--- src/rtl/processinho_pkg.sv ---
// Shared definitions for the processinho register write-back path.
// The data width is fixed by the 4-bit general_register bank.
package processinho_pkg;

    localparam int DATA_W       = 4;
    localparam int DEF_NUM_REGS = 4;
    localparam int DEF_DEPTH    = 4;
    localparam int DEF_ADDR_W   = 4;

    typedef struct packed {
        logic [DEF_ADDR_W-1:0] addr;
        logic [DATA_W-1:0]     data;
    } wb_req_t;

endpackage

--- src/rtl/wb_fifo.sv ---
// In-order circular buffer holding pending register writes.
// The head entry is readable combinationally so it can be issued on the pop edge.
module wb_fifo #(
    parameter int WIDTH = 8,
    parameter int DEPTH = 4
) (
    input  logic                       clock,
    input  logic                       reset,
    input  logic                       push,
    input  logic                       pop,
    input  logic [WIDTH-1:0]           wdata,
    output logic [WIDTH-1:0]           rdata,
    output logic [$clog2(DEPTH):0]     count,
    output logic                       full,
    output logic                       empty
);

    localparam int PTR_W = $clog2(DEPTH);
    localparam int CNT_W = PTR_W + 1;

    logic [WIDTH-1:0] mem_q [DEPTH];
    logic [PTR_W-1:0] wr_ptr_q, wr_ptr_d;
    logic [PTR_W-1:0] rd_ptr_q, rd_ptr_d;
    logic [CNT_W-1:0] count_q, count_d;
    logic             do_push, do_pop;

    assign full    = (count_q == CNT_W'(DEPTH));
    assign empty   = (count_q == '0);
    assign do_push = push && !full;
    assign do_pop  = pop && !empty;
    assign rdata   = mem_q[rd_ptr_q];
    assign count   = count_q;

    // DEPTH is a power of two, so pointer overflow is the modulo wrap.
    always_comb begin
        wr_ptr_d = wr_ptr_q + PTR_W'(do_push);
        rd_ptr_d = rd_ptr_q + PTR_W'(do_pop);
        count_d  = count_q;
        case ({do_push, do_pop})
            2'b10:   count_d = count_q + CNT_W'(1);
            2'b01:   count_d = count_q - CNT_W'(1);
            default: count_d = count_q;
        endcase
    end

    always_ff @(posedge clock) begin
        if (reset) begin
            wr_ptr_q <= '0;
            rd_ptr_q <= '0;
            count_q  <= '0;
        end else begin
            wr_ptr_q <= wr_ptr_d;
            rd_ptr_q <= rd_ptr_d;
            count_q  <= count_d;
        end
    end

    always_ff @(posedge clock) begin
        if (do_push) begin
            mem_q[wr_ptr_q] <= wdata;
        end
    end

endmodule

--- src/rtl/writeback_queue.sv ---
// Write-back queue: buffers register writes and retires one per cycle as a
// one-hot strobe plus shared data bus. Optional macro: WRITEBACK_BYPASS_EN.
module writeback_queue
    import processinho_pkg::*;
#(
    parameter int NUM_REGS = DEF_NUM_REGS,
    parameter int DEPTH    = DEF_DEPTH,
    parameter int ADDR_W   = DEF_ADDR_W
) (
    input  logic                      clock,
    input  logic                      reset,
    input  logic                      req_valid,
    output logic                      req_ready,
    input  logic [ADDR_W-1:0]         req_addr,
    input  logic [DATA_W-1:0]         req_data,
    input  logic                      issue_en,
    output logic [NUM_REGS-1:0]       set_value,
    output logic [DATA_W-1:0]         value_out,
    output logic [$clog2(DEPTH):0]    count,
    output logic                      addr_error
);

    localparam int              ENTRY_W      = ADDR_W + DATA_W;
    localparam logic [ADDR_W:0] NUM_REGS_CMP = (ADDR_W + 1)'(NUM_REGS);

    logic                handshake;
    logic                bypass;
    logic                fifo_push, fifo_pop, fifo_full, fifo_empty;
    logic                load;
    logic                in_range;
    logic [ENTRY_W-1:0]  head;
    logic [ADDR_W-1:0]   load_addr;
    logic [DATA_W-1:0]   load_data;
    logic [NUM_REGS-1:0] onehot;

    logic [NUM_REGS-1:0] set_value_q, set_value_d;
    logic [DATA_W-1:0]   value_out_q, value_out_d;
    logic                addr_error_q, addr_error_d;

    // Ready looks only at registered occupancy: a pop while full frees no slot this cycle.
    assign req_ready = !reset && !fifo_full;
    assign handshake = req_valid && req_ready;
    assign fifo_pop  = !fifo_empty && issue_en;

`ifdef WRITEBACK_BYPASS_EN
    assign bypass = handshake && fifo_empty && issue_en;
`else
    assign bypass = 1'b0;
`endif

    assign fifo_push = handshake && !bypass;
    assign load      = fifo_pop || bypass;
    assign load_addr = bypass ? req_addr : head[ENTRY_W-1:DATA_W];
    assign load_data = bypass ? req_data : head[DATA_W-1:0];
    assign in_range  = ({1'b0, load_addr} < NUM_REGS_CMP);

    wb_fifo #(
        .WIDTH (ENTRY_W),
        .DEPTH (DEPTH)
    ) u_fifo (
        .clock (clock),
        .reset (reset),
        .push  (fifo_push),
        .pop   (fifo_pop),
        .wdata ({req_addr, req_data}),
        .rdata (head),
        .count (count),
        .full  (fifo_full),
        .empty (fifo_empty)
    );

    generate
        for (genvar gi = 0; gi < NUM_REGS; gi++) begin : g_decode
            localparam logic [ADDR_W-1:0] IDX = ADDR_W'(gi);
            assign onehot[gi] = (load_addr == IDX);
        end
    endgenerate

    // Out-of-range entries are still consumed, but only raise the sticky error.
    always_comb begin
        set_value_d  = '0;
        value_out_d  = value_out_q;
        addr_error_d = addr_error_q;
        if (load) begin
            value_out_d = load_data;
            if (in_range) begin
                set_value_d = onehot;
            end else begin
                addr_error_d = 1'b1;
            end
        end
    end

    always_ff @(posedge clock) begin
        if (reset) begin
            set_value_q  <= '0;
            value_out_q  <= '0;
            addr_error_q <= 1'b0;
        end else begin
            set_value_q  <= set_value_d;
            value_out_q  <= value_out_d;
            addr_error_q <= addr_error_d;
        end
    end

    assign set_value  = set_value_q;
    assign value_out  = value_out_q;
    assign addr_error = addr_error_q;

endmodule
--- config.mk ---
export PLATFORM = sky130hd
export DESIGN_NAME = writeback_queue
export DESIGN_NICKNAME = d
export VERILOG_FILES = /design/src/rtl/processinho_pkg.sv /design/src/rtl/wb_fifo.sv /design/src/rtl/writeback_queue.sv
export SDC_FILE = /design/constraint.sdc
export NUM_CORES = 1
export LEC_CHECK = 0
export ABC_AREA = 1
export BUFFER_PORTS_ARGS = -buffer_cell sky130_fd_sc_hd__buf_4
export CAP_MARGIN = 20
export CELL_PAD_IN_SITES_DETAIL_PLACEMENT = 0
export CELL_PAD_IN_SITES_GLOBAL_PLACEMENT = 1
export CORE_MARGIN = 4
export CORE_UTILIZATION = 47
export CTS_BUF_LIST = sky130_fd_sc_hd__clkbuf_4 sky130_fd_sc_hd__clkbuf_8
export DETAILED_ROUTE_END_ITERATION = 10
export PLACE_DENSITY_LB_ADDON = 0.25
export SLEW_MARGIN = 40
export SYNTH_ARGS = -nofsm -noshare
export SYNTH_HDL_FRONTEND = slang
export SYNTH_SLANG_ARGS = --single-unit
--- constraint.sdc ---
create_clock -name clock -period 2.2 [get_ports clock]
set_input_delay 0.22 -clock clock [delete_from_list [all_inputs] [get_ports clock]]
set_output_delay 0.22 -clock clock [all_outputs]
set_load 0.005 [all_outputs]
# [Word-level counts from Yosys, hierarchy flattened]
# Memory sizes are Yosys's and may differ from the RTL's. A register that Yosys moved wholly into a read port is not among the register bits.
# Index checks and enable logic that the tools add are counted.
[word_totals] ff_bits=16 mem_bits_rw=32 in_bits=12 n_memories=1
[classes] magnitude_cmp=1 n_eq_ne=6 n_reduce_logical=13 addsub=4 mux=4 n_bitwise=2
[memory_table] memory="u_fifo.mem_q" depth=4 width=8 read_ports=1 rd_clocked_by_memory_dff=1 wr=1 line_no="wb_fifo.sv:21" source="logic [WIDTH-1:0] mem_q [DEPTH];"
[ops] operator="$eq 4x2->1 const B" count=2
[ops] operator="$pmux 3 s2" count=1
[ops] operator="$logic_and 1x1->1" count=5
[ops] operator="$add 2x1->2" count=2
[ops] operator="$eq 4x1->1 const B" count=1
[ops] operator="$logic_not 4->1" count=1
[ops] operator="$lt 4x3->1 const B" count=1
[ops] operator="$add 3x1->3 const B" count=1
[ops] operator="$eq 3x3->1 const B" count=1
[ops] operator="$logic_not 1->1" count=3
[ops] operator="$logic_not 3->1" count=1
[ops] operator="$reduce_or 3->1" count=1
[ops] operator="$sub 3x1->3 const B" count=1
[ops] operator="$eq 2x1->1 const B" count=1
[ops] operator="$eq 2x2->1 const B" count=1
[ops] operator="$mux 1" count=2
[ops] operator="$mux 2" count=1
[ops] operator="$not 1->1" count=2
[ops] operator="$reduce_and 2->1" count=1
[ops] operator="$reduce_bool 2->1" count=1

# [Depth between registers and ports, before layout]
[logic_depth] word_depth=7 ltp_mapped=11 depth_no_buf=11

# [Cells and area by module]
# A second synthesis with hierarchy kept.
[unflattened] cells_unflattened=181 area_unflattened_um2=1973.1
[modules_own_cells] module="wb_fifo" instances=1 cells_each=128 seq_area_each_um2=1101.1 area_each_um2=1577.8
[modules_own_cells] module="writeback_queue" instances=1 cells_each=53 seq_area_each_um2=180.2 area_each_um2=395.4

# [Worst setup path before layout]
# Ideal clock, no wire load.
[synth_path] kind="reg2reg" start="register u_fifo.count_q[2], in the netlist u_fifo.count[2]" end="register u_fifo.count_q[2], in the netlist u_fifo.count[2]" period_less_slack_ps=1783 setup_time_ps=70 arrival_ps=1714 path_stages_with_launch=12 path_slack_ps=417 path_cell_list="dfxtp_1 -> inv_2 -> nand3_2 -> nand2_2 -> inv_2 -> ha_1 -> inv_1 -> fa_1 -> or2_0 -> nand2_1 -> o21ai_0 -> a21oi_1"
[synth_between] elab_cells_between_ends=15
[synth_lines] element="start, declared" line_no="wb_fifo.sv:24" source="logic [CNT_W-1:0] count_q, count_d;"
[synth_lines] element="start signal, assigned" line_no="wb_fifo.sv:54" source="count_q <= count_d;"
[synth_lines] element="$logic_not 3->1 (*)" line_no="wb_fifo.sv:28" source="assign empty = (count_q == '0);"
[synth_lines] element="$logic_not 1->1 (*)" line_no="writeback_queue.sv:43" source="assign fifo_pop = !fifo_empty && issue_en;"
[synth_lines] element="$logic_and 1x1->1 (*)" line_no="writeback_queue.sv:43"
[synth_lines] element="net fifo_pop" line_no="writeback_queue.sv:28" source="logic fifo_push, fifo_pop, fifo_full, fifo_empty;"
[synth_lines] element="$logic_and 1x1->1 (*)" line_no="wb_fifo.sv:30" source="assign do_pop = pop && !empty;"
[synth_lines] element="$eq 2x1->1 / $eq 2x2->1 (equally long branches)" line_no="wb_fifo.sv:39" source="case ({do_push, do_pop})"
[synth_lines] element="$pmux 3 s2 / $reduce_bool 2->1 (equally long branches)"
# The timed path passes the listed nets; every way through them passes the cells marked *.
# A chain may end at the register's enable or synchronous reset.

# [Worst setup path after layout]
# Ends and elaborated chain as after synthesis.

==> key figures <==
Clock tree
  – Clk slew on worst S/H paths: 0.09 ns
  – # hold bufs at CTS: 0
  – Inserted Clock Buffers: 5
  – CTS tree: yes
  – Clk sinks: 48
  – H-tree levels: 2
  – Post-CTS Setup Repair Bufs: 0
  – Clock latency on the worst-skew pair: 0.30 ns
  – Clock Path Buffers: 2
  – Cts repair resizes: 0
  – Root cell of the clock tree: clkbuf_8

Die
  – Die area: 5250 sq um
  – Die height: 72.5 um
  – Row Count: 23
  – Die X: 72.5 um
  – Initial core utilization: 0.489
  – Ports: 25
  – Core Footprint: 4000 sq um

Detailed routing
  – Total number of vias: 1233
  – DRC errors left: 0
  – Via density per instance: 4.82
  – Antenna viol nets, final: 0
  – Drt first pass iters: 4
  – Routed WL: 3410 um
  – Starting DRT DRC Count: 85
  – Routed len/inst: 13.3 um

Status
  – Status: completed

Critical path
  – FF-to-FF path depth: 11
  – CP delay by family, top: adder cells
  – Buf/Inv on CP: 3
  – Slowest-stage cell, CP: dfxtp_1
  – Crit Reg-Reg Endpoint: u_fifo.count[2]
  – WP depth: 11
  – Crit path cell chain: inv_2 > nand3_2 > nand2_2 > inv_2 > ha_1 > inv_1 > fa_1 > or2_0 > nand2_1 > o21ai_0 > a21oi_1
  – Startpoint Class: register
  – Worst r2r src: u_fifo.count[2]
  – Most frequent CP cell: inv_2
  – Crit-path max FO: 6
  – Worst EP required: 2.43 ns
  – Crit-path max cell delay: 0.42 ns
  – Endpoint class of the critical path: register
  – Reg-to-reg slack, setup: 0.23 ns
  – Arr. time, crit path: 2.20 ns
  – Setup CP Type: reg2reg

Placed design
  – Number of port buffers: 24
  – GP Congestion: 0.751
  – Post-DP HPWL: 2500 um

Synthesis
  – Top FF cell, synth: edfxtp_1
  – Cells after Synth: 173
  – Syn_area_per_cell: 11.3 sq um
  – EDFF count, synth: 32
  – Post-synth cell types: 27
  – Synth Register Bits: 48
  – Async SR Flop Fraction: 0
  – Sequential area share after synthesis: 0.656
  – Cell Area, Synth: 1950 sq um
  – Post-synthesis net count: 189
  – Yosys warns: 0

Global routing
  – Met1 global-route usage: 0.180
  – GRT Residual Overflow: 0
  – Total GRT Usage: 0.144
  – GR Util met3: 0.0443
  – Number of global-route vias before repair: 1205
  – Largest net degree at the start of global routing: 18
  – Busiest grt layer: met2
  – Routing usage on met2: 0.238
  – First-pass GRT wire length: 5620 um
  – Initial antenna violation count: 0

Run
  – Max Cap Viol: 0

Cells and area
  – Fill cell count: 364
  – Antenna Cells: 0
  – Post-layout net count: 221
  – Commonest non-fill, non-tap cells in the layout: 32 x edfxtp_1, 29 x nor2_1, 29 x buf_4
  – Layout cell share with drive strength beyond 1: 0.267
  – Area Growth Syn to Fin: 16.6%
  – Most common cell after layout, fill and taps aside: edfxtp_1

STA
  – Post-layout min period: 1.97 ns
  – Setup TNS: 0 ns
  – Worst-margin pin slew: 0.477 ns
  – Fmax: 0.508 GHz
  – Final hold violations: 0
  – Final hold slack: 0.116 ns
  – Slew Viols, Final: 0
  – Fin crit share: 0.894
  – Clock skew: 0.00593 ns
  – Setup-failing EPs final: 0
  – RSZ-0062 raised after global routing: false
  – Slew Limit Headroom: 0.682

Worst hold path
  – Min-delay worst type: in2reg
  – HP Start: req_addr[0]
  – Worst hold path cell count: 1
  – Hold worst-path end: u_fifo.mem_q[2][4]

Power and ir drop
  – P_leak: 0.920 nW
  – Power per cell area: 963 nW/um^2
  – Worst vdd ir: 0.562 mV
## report_power, final
part	internal (mW)	switching, mW	total (mW)
Combinational	0.237	0.354	0.591
Sequential	1.05	0.0554	1.10
Clock	0.222	0.282	0.504
## logic make-up (layout without fill, tap and decap cells)
kind of cell | count (synthesis) | count (layout) | share of synthesized area
xor gates and xnor gates | 2 | 2 | 0.00896
and+or+nand+nor | 71 | 71 | 0.172
AOI/OAI and AO/OA | 21 | 21 | 0.0672
buffers and inverters | 27 | 60 | 0.0666
DFF | 48 | 48 | 0.656
adders and majority gates | 4 | 4 | 0.0295
## area by class of cell
cell class	instances	area, sq um	share of cell area
Clock buffer	5	68.8	0.0302
Clock inverter	3	17.5	0.00768
Inverter	23	88.8	0.0390
Multi-Input combinational cell	98	543	0.238
Sequential cell	48	1280	0.562
Tap cell	50	62.6	0.0274
Timing Repair Buffer	29	218	0.0955
## worst max path at each step
stage | from | slack, ns | endpoint
floorplan | u_fifo.count[2] | 0.42 | u_fifo.count[2]
global placement | u_fifo.count[2] | 0.35 | u_fifo.count[2]
detailed placement | u_fifo.count[2] | 0.26 | u_fifo.count[2]
CTS | u_fifo.count[2] | 0.23 | u_fifo.count[2]
global route | u_fifo.count[2] | 0.02 | u_fifo.count[2]
finish | u_fifo.count[2] | 0.23 | u_fifo.count[2]
## worst reg2reg max path, stage by stage, from the launching register on
cell and delay, ns:
dfxtp_1 0.42, inv_2 0.07, nand3_2 0.07, nand2_2 0.11
inv_2 0.13, ha_1 0.15, inv_1 0.06, fa_1 0.38
or2_0 0.22, nand2_1 0.08, o21ai_0 0.07, a21oi_1 0.14
## per-stage QoR
stage	util	power [mW]	setup slack, ns	cell area, sq um	std cells
global placement	0.548	1.70	0.349	2190	248
floorplan	-	1.53	0.417	1950	173
global route	0.570	2.36	0.0159	2280	256
CTS	0.570	2.23	0.232	2280	256
detailed placement	0.548	1.72	0.257	2190	248
finish	0.570	2.20	0.232	2280	256
## per-layer routing
metal	up-vias	part of all wire
li1	634	-
met1	570	0.41
met2	24	0.51
met3	5	0.054
met4	0	0.017
met5	-	0
## synth_stat cells, types with 2 or more instances
master,instances,area share
edfxtp_1,32,0.49
nor3_1,4,0.010
inv_2,5,0.0096
o211ai_1,2,0.0077
a31oi_1,4,0.013
dfxtp_1,16,0.16
xnor2_1,2,0.0090
nand3_2,4,0.020
o21ai_0,6,0.015
a21oi_1,4,0.010
nand2_1,22,0.042
o21ai_1,4,0.010
buf_6,3,0.017
nor2_1,29,0.056
nand2_2,6,0.019
ha_1,3,0.019
nand3_1,2,0.0051
inv_1,16,0.031
## flip-flops by register name, indices dropped and copies added (netlist names)
signal	count
value_out	4
u_fifo.count	3
set_value	4
addr_error	1
u_fifo.mem_q	32
u_fifo.rd_ptr_q	2
u_fifo.wr_ptr_q	2
Power figures use the tool's default switching activity.
